`src/rtl/reg_file_arbiter_pkg.sv`:
```
// reg_file_arbiter_pkg
//   Shared types and constants for the register-file arbiter.
//   - rfa_state_e : access sequencer states (IDLE -> EXEC -> RESP)
//   - NUM_REQ     : number of requesters sharing the register file
//   - rfa_req_t   : one request record (op type, selects, write data) at the
//                   default register-file geometry
package reg_file_arbiter_pkg;

    localparam int NUM_REQ    = 2;
    localparam int RFA_DATA_W = 32;
    localparam int RFA_SEL_W  = 8;

    typedef enum logic [1:0] {
        IDLE = 2'd0,
        EXEC = 2'd1,
        RESP = 2'd2
    } rfa_state_e;

    typedef struct packed {
        logic                  we;
        logic [RFA_SEL_W-1:0]  addr_a;
        logic [RFA_SEL_W-1:0]  addr_b;
        logic [RFA_DATA_W-1:0] wdata;
    } rfa_req_t;

endpackage

```
`src/rtl/reg_file_arbiter_rr_arbiter2.sv`:
```
// rr_arbiter2
//   Combinational two-way round-robin grant.
//   Ports:
//     i_req_valid   [1:0]  request valid per requester
//     i_last_grant         requester granted most recently (flop owned by parent)
//     o_grant_id           requester chosen this cycle
//     o_grant_valid        at least one requester is asking
module rr_arbiter2 (
    input  logic [1:0] i_req_valid,
    input  logic       i_last_grant,
    output logic       o_grant_id,
    output logic       o_grant_valid
);

    always_comb begin
        o_grant_valid = |i_req_valid;
        o_grant_id    = 1'b0;
        case (i_req_valid)
            2'b01:   o_grant_id = 1'b0;
            2'b10:   o_grant_id = 1'b1;
            // On a tie the requester that was not served last time wins.
            2'b11:   o_grant_id = ~i_last_grant;
            default: o_grant_id = 1'b0;
        endcase
    end

endmodule

```
`src/rtl/reg_file_arbiter.sv`:
```
// reg_file_arbiter
//   Serialises read/write accesses from two requesters onto one register file.
//   Each access takes IDLE (accept) -> EXEC (drive file controls) -> RESP.
//   Ports:
//     clk, rst                      clock, asynchronous active-high reset
//     req_valid/req_ready [1:0]     request handshake per requester
//     req_we, req_addr_a/b, req_wdata  request payload per requester
//     rsp_valid/rsp_ready           response handshake
//     rsp_id, rsp_we, rsp_a, rsp_b  response owner, op echo, read data
//     rf_ld, rf_oe_a, rf_oe_b       register file controls
//     rf_sel_a, rf_sel_b, rf_in     register file selects and write data
//     rf_a, rf_b                    register file read buses
module reg_file_arbiter
    import reg_file_arbiter_pkg::*;
#(
    parameter int DATA_WIDTH = RFA_DATA_W,
    parameter int SEL_WIDTH  = RFA_SEL_W
) (
    input  logic                                 clk,
    input  logic                                 rst,
    input  logic [NUM_REQ-1:0]                   req_valid,
    output logic [NUM_REQ-1:0]                   req_ready,
    input  logic [NUM_REQ-1:0]                   req_we,
    input  logic [NUM_REQ-1:0][SEL_WIDTH-1:0]    req_addr_a,
    input  logic [NUM_REQ-1:0][SEL_WIDTH-1:0]    req_addr_b,
    input  logic [NUM_REQ-1:0][DATA_WIDTH-1:0]   req_wdata,
    output logic                                 rsp_valid,
    input  logic                                 rsp_ready,
    output logic                                 rsp_id,
    output logic                                 rsp_we,
    output logic [DATA_WIDTH-1:0]                rsp_a,
    output logic [DATA_WIDTH-1:0]                rsp_b,
    output logic                                 rf_ld,
    output logic                                 rf_oe_a,
    output logic                                 rf_oe_b,
    output logic [SEL_WIDTH-1:0]                 rf_sel_a,
    output logic [SEL_WIDTH-1:0]                 rf_sel_b,
    output logic [DATA_WIDTH-1:0]                rf_in,
    input  logic [DATA_WIDTH-1:0]                rf_a,
    input  logic [DATA_WIDTH-1:0]                rf_b
);

    rfa_state_e            r_state;
    rfa_state_e            w_state_nxt;
    logic                  r_last_grant;
    logic                  r_we;
    logic                  r_id;
    logic [SEL_WIDTH-1:0]  r_addr_a;
    logic [SEL_WIDTH-1:0]  r_addr_b;
    logic [DATA_WIDTH-1:0] r_wdata;
    logic [DATA_WIDTH-1:0] r_rsp_a;
    logic [DATA_WIDTH-1:0] r_rsp_b;

    logic                  w_grant_id;
    logic                  w_grant_valid;
    logic                  w_accept;

    rr_arbiter2 u_rr_arbiter2 (
        .i_req_valid   (req_valid),
        .i_last_grant  (r_last_grant),
        .o_grant_id    (w_grant_id),
        .o_grant_valid (w_grant_valid)
    );

    // Gating with rst keeps req_ready low for the whole reset pulse, not
    // just after the state register has been forced back to IDLE.
    assign w_accept = (r_state == IDLE) && w_grant_valid && !rst;

    always_comb begin
        req_ready             = '0;
        req_ready[w_grant_id] = w_accept;
    end

    always_comb begin
        w_state_nxt = r_state;
        case (r_state)
            IDLE:    if (w_accept)  w_state_nxt = EXEC;
            EXEC:                   w_state_nxt = RESP;
            RESP:    if (rsp_ready) w_state_nxt = IDLE;
            default:                w_state_nxt = IDLE;
        endcase
    end

    always_ff @(posedge clk or posedge rst) begin
        if (rst) begin
            r_state <= IDLE;
        end else begin
            r_state <= w_state_nxt;
        end
    end

    // Accepted request is held for EXEC and RESP.
    always_ff @(posedge clk or posedge rst) begin
        if (rst) begin
            r_last_grant <= 1'b1;
            r_we         <= 1'b0;
            r_id         <= 1'b0;
            r_addr_a     <= '0;
            r_addr_b     <= '0;
            r_wdata      <= '0;
        end else if (w_accept) begin
            r_last_grant <= w_grant_id;
            r_id         <= w_grant_id;
            r_we         <= req_we[w_grant_id];
            r_addr_a     <= req_addr_a[w_grant_id];
            r_addr_b     <= req_addr_b[w_grant_id];
            r_wdata      <= req_wdata[w_grant_id];
        end
    end

    // Read data is sampled on the edge that ends EXEC; writes leave the
    // previous read data in place.
    always_ff @(posedge clk or posedge rst) begin
        if (rst) begin
            r_rsp_a <= '0;
            r_rsp_b <= '0;
        end else if (r_state == EXEC && !r_we) begin
            r_rsp_a <= rf_a;
            r_rsp_b <= rf_b;
        end
    end

    // File controls are decoded purely from state, so an asynchronous reset
    // during EXEC drops rf_ld immediately and suppresses the write.
    always_comb begin
        rf_ld    = 1'b0;
        rf_oe_a  = 1'b0;
        rf_oe_b  = 1'b0;
        rf_sel_a = '0;
        rf_sel_b = '0;
        rf_in    = '0;
        if (r_state == EXEC) begin
            if (r_we) begin
                rf_ld    = 1'b1;
                rf_sel_a = r_addr_a;
                rf_in    = r_wdata;
            end else begin
                rf_oe_a  = 1'b1;
                rf_oe_b  = 1'b1;
                rf_sel_a = r_addr_a;
                rf_sel_b = r_addr_b;
            end
        end
    end

    assign rsp_valid = (r_state == RESP);
    assign rsp_id    = r_id;
    assign rsp_we    = r_we;
    assign rsp_a     = r_rsp_a;
    assign rsp_b     = r_rsp_b;

endmodule

```
`config.mk`:
```
export PLATFORM = sky130hd
export DESIGN_NAME = reg_file_arbiter
export DESIGN_NICKNAME = d
export VERILOG_FILES = /design/src/rtl/reg_file_arbiter_pkg.sv /design/src/rtl/reg_file_arbiter_rr_arbiter2.sv /design/src/rtl/reg_file_arbiter.sv
export SDC_FILE = /design/constraint.sdc
export NUM_CORES = 1
export LEC_CHECK = 0
export ABC_AREA = 1
export BUFFER_PORTS_ARGS = -buffer_cell sky130_fd_sc_hd__buf_2
export CORE_MARGIN = 2
export CORE_UTILIZATION = 37
export CTS_CLUSTER_SIZE = 25
export DETAILED_ROUTE_END_ITERATION = 7
export HOLD_SLACK_MARGIN = 0.05
export PLACE_DENSITY = 0.67
export SKIP_CTS_REPAIR_TIMING = 1
export SYNTH_ARGS = -nofsm -noshare
export SYNTH_HDL_FRONTEND = slang
export SYNTH_SLANG_ARGS = --single-unit
```
`constraint.sdc`:
```
create_clock -name clk -period 11.38 [get_ports clk]
set_clock_uncertainty 0.2 [all_clocks]
set_input_delay 1.707 -clock clk [delete_from_list [all_inputs] [get_ports clk]]
set_output_delay 1.707 -clock clk [all_outputs]
set_load 0.05 [all_outputs]
```
After elaboration in Yosys (flattened, before gate mapping) --
Cells that the tools add are included.
Cells by class: magnitude comparators 2, equal/unequal tests 6, muxes and demuxes 23, bitwise operators 2, reduce and logical (&&, ||, !) cells 9
Operators with widths (count):
- $mux W32 | 4
- $mux W8 | 7
- $mux W1 | 7
- $eq A2 B2 Y1 const B | 3
- $pmux W2 S3 | 1
- $logic_and A1 B1 Y1 | 4
- $mux W2 | 2
- $and A2 B2 Y2 | 1
- $eq A2 B1 Y1 const B | 1
- $logic_not A1 Y1 | 2
- $logic_not A2 Y1 | 1
- $lt A1 B2 Y1 const B | 1
- $ne A2 B1 Y1 const B | 1
- $ne A2 B2 Y1 const B | 1
- $pmux W1 S2 | 1
- $reduce_and A2 Y1 | 1
- $reduce_or A2 Y1 | 1
- $demux W1 S1 | 1
- $ge A1 B1 Y1 const B | 1
- $not A1 Y1 | 1
Storage, ports and cells: register bits after elaboration 117, output and inout port bits 120

Longest topological paths before layout --
Gate-level depths: netlist of run 1.
depth in word-level cells 7, mapped depth 8, depth with buffers taken out 6

Modules after synthesis --
From an unflattened synthesis of run 1, not the netlist that was laid out.
Unflattened totals: cells, all modules 772, area, all modules 5496.5 µm²
Modules (own cells, without submodules):
- reg_file_arbiter | times used 1, cells an instance 769, area each 5481.5 µm², seq. area each 2929.1 µm²
- rr_arbiter2 | times used 1, cells an instance 3, area each 15.0 µm², seq. area each 0.0 µm²

Least setup slack after synthesis of run 1 --
Ideal clock, no wire load.
path type input port to output port, from in rst, to out req_ready[0], arrival time 5.513 ns, required time 9.473 ns, slack 3.960 ns, stages on the path 4, buffers on the path 1, cells stage by stage inv_1 > nand3_2 > buf_4 > nor2_1
Between the ends: cells in the longest elaborated chain, start to end 3
RTL lines:
- start, declared | RTL line reg_file_arbiter.sv:20 | input logic rst,
- $logic_not A1 Y1 (no source line)
- $logic_and A1 B1 Y1 | RTL line reg_file_arbiter.sv:67 | assign w_accept = (r_state == IDLE) && w_grant_valid && !rst;
- $and A2 B2 Y2 (no source line)
- end, declared | RTL line reg_file_arbiter.sv:22 | output logic [NUM_REQ-1:0] req_ready,
No other way between the ends.

Final worst setup path of run 1 --
Same ends and word-level chain as after synthesis.

==> results of run 1 <==
## worst max-delay path by stage
| stage | startpoint | endpoint |
|---|---|---|
| final | rst | req_ready[0] |
| after detailed placement | rst | req_ready[0] |
| after global routing | rst | req_ready[0] |
| after CTS | rst | req_ready[0] |
| after floorplan | rst | req_ready[0] |
| after global placement | rst | req_ready[0] |
## layer usage
| metal | global-route usage, % | vias up | wire length [um] |
|---|---|---|---|
| li1 | - | 2866 | - |
| met1 | 26.9 | 2499 | 7280 |
| met2 | 33.6 | 234 | 7920 |
| met3 | 5.36 | 14 | 1230 |
| met4 | 6.92 | 0 | 164 |
| met5 | 0 | - | 0 |
## metrics by stage
stage          hold WS [ns]  cells  utilization (%)  area, um^2  worst slack (ns)
3_5_place_dp          0.261   1205             48.1        7050              5.44
3_3_place_gp          0.257   1205             48.1        7050              5.43
2_1_floorplan         0.249    777                -        5600              3.96
5_1_grt               0.290   1235             52.3        7660              5.16
4_1_cts               0.275   1235             52.3        7660              5.43
6_report              0.270   1235             52.3        7660              5.56
## area by class of cell
type,count,area share (%)
clock inverters,8,1.96
inverters,18,0.947
repair buffers,294,19.5
well taps,184,3.01
flip-flops and latches,117,38.2
clock buffers,22,6.06
multi-input cells,592,30.3
## cells in the mapped netlist
cell / count / share of area (%)
dfstp_2: 1 / 0.47
buf_4: 17 / 2.3
buf_6: 1 / 0.20
clkbuf_1: 12 / 0.80
o21ai_0: 1 / 0.089
nor2_2: 1 / 0.11
nor2_4: 3 / 0.60
nor2_1: 49 / 3.3
inv_1: 14 / 0.94
nand3_1: 49 / 4.4
dfrtp_1: 116 / 52
nand3_2: 1 / 0.18
nand2_2: 2 / 0.22
inv_2: 3 / 0.20
inv_4: 1 / 0.11
buf_2: 20 / 1.8
nand2_1: 486 / 33
## critical path, delay by kind of cell
kind          cells  cell delay [ns]
simple gates      2             1.26
buf+inv           3             0.91
## state kept, by name, indices dropped and copies added (netlist names)
signal and count:
r_last_grant 1, rsp_id 1, rsp_b 32, r_wdata 32, r_addr_a 8, rsp_a 32, rsp_we 1, r_state 2
r_addr_b 8
## cell families (layout without fill, tap and decap cells)
kind of cell	count (synthesis)	after routing	share of synthesized area [%]
simple gates	591	591	41.3
compound gates	1	1	0.0892
buf+inv	68	342	6.32
flops	117	117	52.3
## power groups by stage
stage | clock network [W] | registers [W] | logic [W]
2_1_floorplan | 0 | 0.00110 | 0.000391
3_3_place_gp | 0 | 0.000708 | 0.00103
3_5_place_dp | 0 | 0.000711 | 0.00104
4_1_cts | 0.000567 | 0.000708 | 0.00104
5_1_grt | 0.000587 | 0.000731 | 0.00111
6_report | 0.000557 | 0.000706 | 0.00102
## cell usage in the layout (no fill, tap or decap)
cell and count:
dfrtp_1 116, inv_1 13, nand3_1 49, nor2_2 1
buf_4 8, dfstp_2 1, clkinv_4 2, inv_4 2
buf_2 286, nand2_1 485, nand3_2 1, clkbuf_16 17
inv_2 3, clkinv_2 1, clkbuf_8 2, nand2_2 3
nor2_1 49, nor2_4 3, clkbuf_1 3, clkinvlp_4 1
bufinv_16 4, o21ai_0 1
==> flow_metrics.py, run 1 <==
metrics = {
    "worst_setup_path": {
        "r2r-start": "r_state[0]$_DFFE_PP0P_",
        "crit_required_ns": 9.47,
        "reg2regPathDepth": 8,
        "startpoint_type": "input port",
        "cp-end-kind": "primary output",
        "cp_slowest_cell": "nand3_2",
        "path_class": "input port to primary output",
        "cp.arrival_ns": 3.91,
        "rrSetupSlack_ns": 9.09,
        "worstReg2RegEnd": "rsp_a[26]$_DFFE_PP0P_",
        "critPathMostFrequentCell": "buf_2",
        "worstPathCellList": "buf_2 > inv_4 > nand3_2 > nor2_1 > buf_2",
        "crit_fanout": 57,
        "max_stage_delay_ns": 0.95,
    },
    "sta": {
        "fmax_mhz": 172,
        "period_needed_ns": 5.82,
        "rsz0062_at_grt": "no",
        "setup-violations-final": 0,
        "finalSetupTns_ns": 0,
        "drv_slew": 0,
        "hold_viol": 0,
        "worst_pin_slew_ns": 1.07,
        "fin_crit_sh_pct": 51.1,
        "relSlewSlack_pct": 28.3,
    },
    "drt": {
        "drc": 0,
        "drt_iter0_drc": 263,
        "antenna_left": 0,
        "wl_um": 16600,
        "dr.pass1.iters": 4,
        "via_count": 5613,
        "routedWlPerCell_um": 13.4,
        "via_per_inst": 4.54,
    },
    "pwr": {
        "design_power_total_w": 0.00229,
        "comb_power_share_pct": 44.8,
        "intPower_w": 0.00122,
        "seqPwrFrac_pct": 30.9,
        "ir_worst_vdd_mv": 0.132,
        "p_leak_nw": 4.63,
        "clkPwrFrac_pct": 24.3,
        "power_density_nw_per_um2": 299,
        "p_sw_w": 0.00107,
        "switching_share_pct": 46.8,
    },
    "layout": {
        "layout-drive-gt1-share_pct": 31.9,
        "final_nets": 1207,
        "syn_to_final_growth_pct": 36.7,
        "num_antenna_cells": 0,
        "fillers": 1482,
        "seqCellArea_um2": 2930,
        "multi_input_area_um2": 2320,
    },
    "clock_network": {
        "clock_sinks": 117,
        "cts-htree-levels": 4,
        "cts_tree": "built",
        "insertion_delay_ns": 0.41,
        "path_clk_slew_ns": 0.05,
        "cts_root_buf": "clkbuf_16",
        "clk_path_buf_depth": 2,
        "numCtsBuffers": 17,
    },
    "global_routing": {
        "grt_overflow_total": 0,
        "grt_pass1_vias": 5143,
        "grt_max_degree": 66,
        "grt_usage_pct": 20.6,
        "antenna_found_initial": 0,
        "grt_first_pass_wirelength_um": 26100,
    },
    "floorplan": {
        "fp.dieH_um": 127,
        "rows": 44,
        "dieArea_um2": 16100,
        "ioPinCount": 287,
        "fp.coreArea_um2": 14600,
        "die_w_um": 127,
        "start_util_pct": 38.3,
    },
    "placed_design": {
        "hpwlAfterDp_um": 11600,
        "port_buffers": 286,
        "place_congestion": 0.756,
    },
    "synth": {
        "synth_cells": 777,
        "syn_avg_cell_area_um2": 7.21,
        "ys_types": 17,
        "netlist_area_um2": 5600,
        "synth-seq-cells": 117,
        "yosys_warnings": 0,
        "synth.net_count": 944,
        "synth_seq_area_share_pct": 52.3,
    },
    "flow_run": {
        "cap_violations": 0,
    },
    "hold_path": {
        "min_path_type": "register to register",
        "min_path_cells": 2,
        "hold_end": "rsp_b[2]$_DFFE_PP0P_",
        "holdCritStartpoint": "rsp_b[2]$_DFFE_PP0P_",
    },
    "outcome": {
        "status": "completed",
    },
}
(Power assumes the default switching activity.)
==> run 2: changes to the inputs <==
--- a/config.mk
+++ b/config.mk
@@ -12,7 +12,7 @@
 export CTS_CLUSTER_SIZE = 25
 export DETAILED_ROUTE_END_ITERATION = 7
 export HOLD_SLACK_MARGIN = 0.05
-export PLACE_DENSITY = 0.67
+export PLACE_DENSITY = 0.7
 export SKIP_CTS_REPAIR_TIMING = 1
 export SYNTH_ARGS = -nofsm -noshare
 export SYNTH_HDL_FRONTEND = slang
==> constraint.sdc (replaced) <==
create_clock -name clk -period 5.2 [get_ports clk]
set_clock_uncertainty 0.2 [all_clocks]
set_input_delay 0.78 -clock clk [delete_from_list [all_inputs] [get_ports clk]]
set_output_delay 0.78 -clock clk [all_outputs]
set_load 0.05 [all_outputs]
==> run 2 against run 1 <==
Non-clock buffer count is 1 higher. Cell count increased by 0.24%. Power rose by 120%. Critical path depth up 1. First-iteration DRC count up 21%. Global-route usage fell by 0.34 points. Combinational power rose by 120%. Largest power group unchanged.
==> flow_metrics.py, run 2 (synthesis gave the netlist of run 1 again) <==
metrics = {
    "sta": {
        "relSlewSlack_pct": 35.3,
        "worst_pin_slew_ns": 0.971,
        "fin_crit_sh_pct": 69.0,
        "fin_ws_ns": 1.61,
        "setup-violations-final": 0,
        "fmax_mhz": 279,
        "period_needed_ns": 3.59,
        "hold_viol": 0,
        "finalHoldWorstSlack_ns": 0.270,
        "rsz0062_at_grt": "no",
        "drv_slew": 0,
        "finalSetupTns_ns": 0,
    },
    "floorplan": {
        "fp.dieH_um": 127,
        "rows": 44,
        "fp.coreArea_um2": 14600,
        "dieArea_um2": 16100,
        "die_w_um": 127,
        "ioPinCount": 287,
        "start_util_pct": 38.3,
    },
    "drt": {
        "routedWlPerCell_um": 13.2,
        "antenna_left": 0,
        "wl_um": 16400,
        "via_count": 5626,
        "dr.pass1.iters": 4,
        "via_per_inst": 4.54,
        "drc": 0,
        "drt_iter0_drc": 318,
    },
    "flow_run": {
        "cap_violations": 0,
    },
    "worst_setup_path": {
        "path_class": "register to primary output",
        "r2r-start": "r_last_grant$_DFFE_PP1P_",
        "cp-end-kind": "primary output",
        "reg2regPathDepth": 7,
        "crit_fanout": 50,
        "startpoint_type": "register",
        "worstPathCellList": "nand2_2 > nand2_2 > buf_4 > inv_1 > nor2_1 > buf_2",
        "cp.arrival_ns": 2.61,
        "rrSetupSlack_ns": 2.85,
        "critPathMostFrequentCell": "nand2_2",
        "crit_end": "req_ready[0]",
        "critPathLaunch": "r_last_grant$_DFFE_PP1P_",
        "crit_required_ns": 4.22,
        "cp_slowest_cell": "dfstp_2",
        "max_stage_delay_ns": 0.53,
        "worstReg2RegEnd": "r_wdata[17]$_DFFE_PP0P_",
    },
    "placed_design": {
        "pre_cts_ws_ns": 1.64,
        "port_buffers": 286,
        "place_congestion": 0.836,
        "hpwlAfterDp_um": 11600,
    },
    "pwr": {
        "ir_worst_vdd_mv": 0.302,
        "p_leak_nw": 4.63,
        "power_density_nw_per_um2": 650,
    },
    "layout": {
        "syn_to_final_growth_pct": 36.8,
        "mostFrequentLayoutCell": "nand2_1",
        "final_nets": 1208,
        "most-common-layout-cells": "nand2_1, buf_2, dfrtp_1",
        "layout-drive-gt1-share_pct": 32.4,
        "num_antenna_cells": 0,
    },
    "clock_network": {
        "clk_path_buf_depth": 2,
        "clock_sinks": 117,
        "path_clk_slew_ns": 0.06,
        "cts-htree-levels": 4,
        "cts_tree": "built",
        "insertion_delay_ns": 0.40,
        "cts_root_buf": "clkbuf_16",
        "numCtsBuffers": 17,
    },
    "outcome": {
        "status": "completed",
    },
    "global_routing": {
        "grt_overflow_total": 0,
        "grt_usage_pct": 20.3,
        "grt_pass1_vias": 5253,
        "antenna_found_initial": 1,
        "grt_max_degree": 79,
        "grt_first_pass_wirelength_um": 25800,
    },
    "hold_path": {
        "min_path_type": "register to register",
        "holdCritStartpoint": "rsp_a[20]$_DFFE_PP0P_",
    },
}
[run 2: changes by cell type in the layout (fill, tap and decap cells not counted)]
cell and delta:
clkbuf_8 -1, buf_4 +1, clkbuf_1 -3, bufinv_16 -1, clkinv_4 +2, inv_4 -1
inv_6 +3, clkinv_2 +2, clkinvlp_4 +1
[run 2: how the worst min path moves through the flow]
stage	slack [ns]	depth (start not counted)	endpoint
after CTS	0.27	2	rsp_a[10]$_DFFE_PP0P_
after global routing	0.29	2	rsp_a[30]$_DFFE_PP0P_
final	0.27	2	rsp_a[20]$_DFFE_PP0P_
after floorplan	0.25	2	r_last_grant$_DFFE_PP1P_
after global placement	0.26	2	rsp_a[14]$_DFFE_PP0P_
after detailed placement	0.26	2	rsp_a[8]$_DFFE_PP0P_
[run 2: cell type report]
cell class / instances / area (um^2)
clock inverter: 14 / 174
clock buffer: 18 / 439
inverter: 18 / 73.8
tap: 184 / 230
multi-input combinational: 592 / 2320
sequential: 117 / 2930
fill: 1470 / 6980
timing repair buffer: 295 / 1500
[run 2: power by group]
part           switching, W  internal [W]  total (W)
registers          0.000214       0.00133    0.00154
logic               0.00173      0.000514    0.00225
clock network      0.000426      0.000770    0.00120
total               0.00237       0.00261    0.00498
[run 2: through the flow]
| stage | instances | instance area [um^2] | util, % | power, W |
|---|---|---|---|---|
| 5_1_grt | 1238 | 7670 | 52.4 | 0.00528 |
| 3_5_place_dp | 1206 | 7060 | 48.2 | 0.00382 |
| 2_1_floorplan | 777 | 5610 | - | 0.00326 |
| 6_report | 1238 | 7670 | 52.4 | 0.00498 |
| 4_1_cts | 1238 | 7670 | 52.4 | 0.00504 |
| 3_3_place_gp | 1206 | 7060 | 48.2 | 0.00378 |
[run 2: per-layer routing]
layer  track usage, %  vias to the layer above  part of all wire (%)
met5                0                        -                 0.079
met4             7.89                        2                   2.1
met3             5.44                       25                   8.2
met2             32.9                      233                    47
met1             26.0                     2495                    43
li1                 -                     2871                     -
[run 2: worst max-delay path: cells and delay by family (launching register included)]
family,cells,cell delay [ns]
buf+inv,3,0.82
simple gates,3,0.84
flops,1,0.53
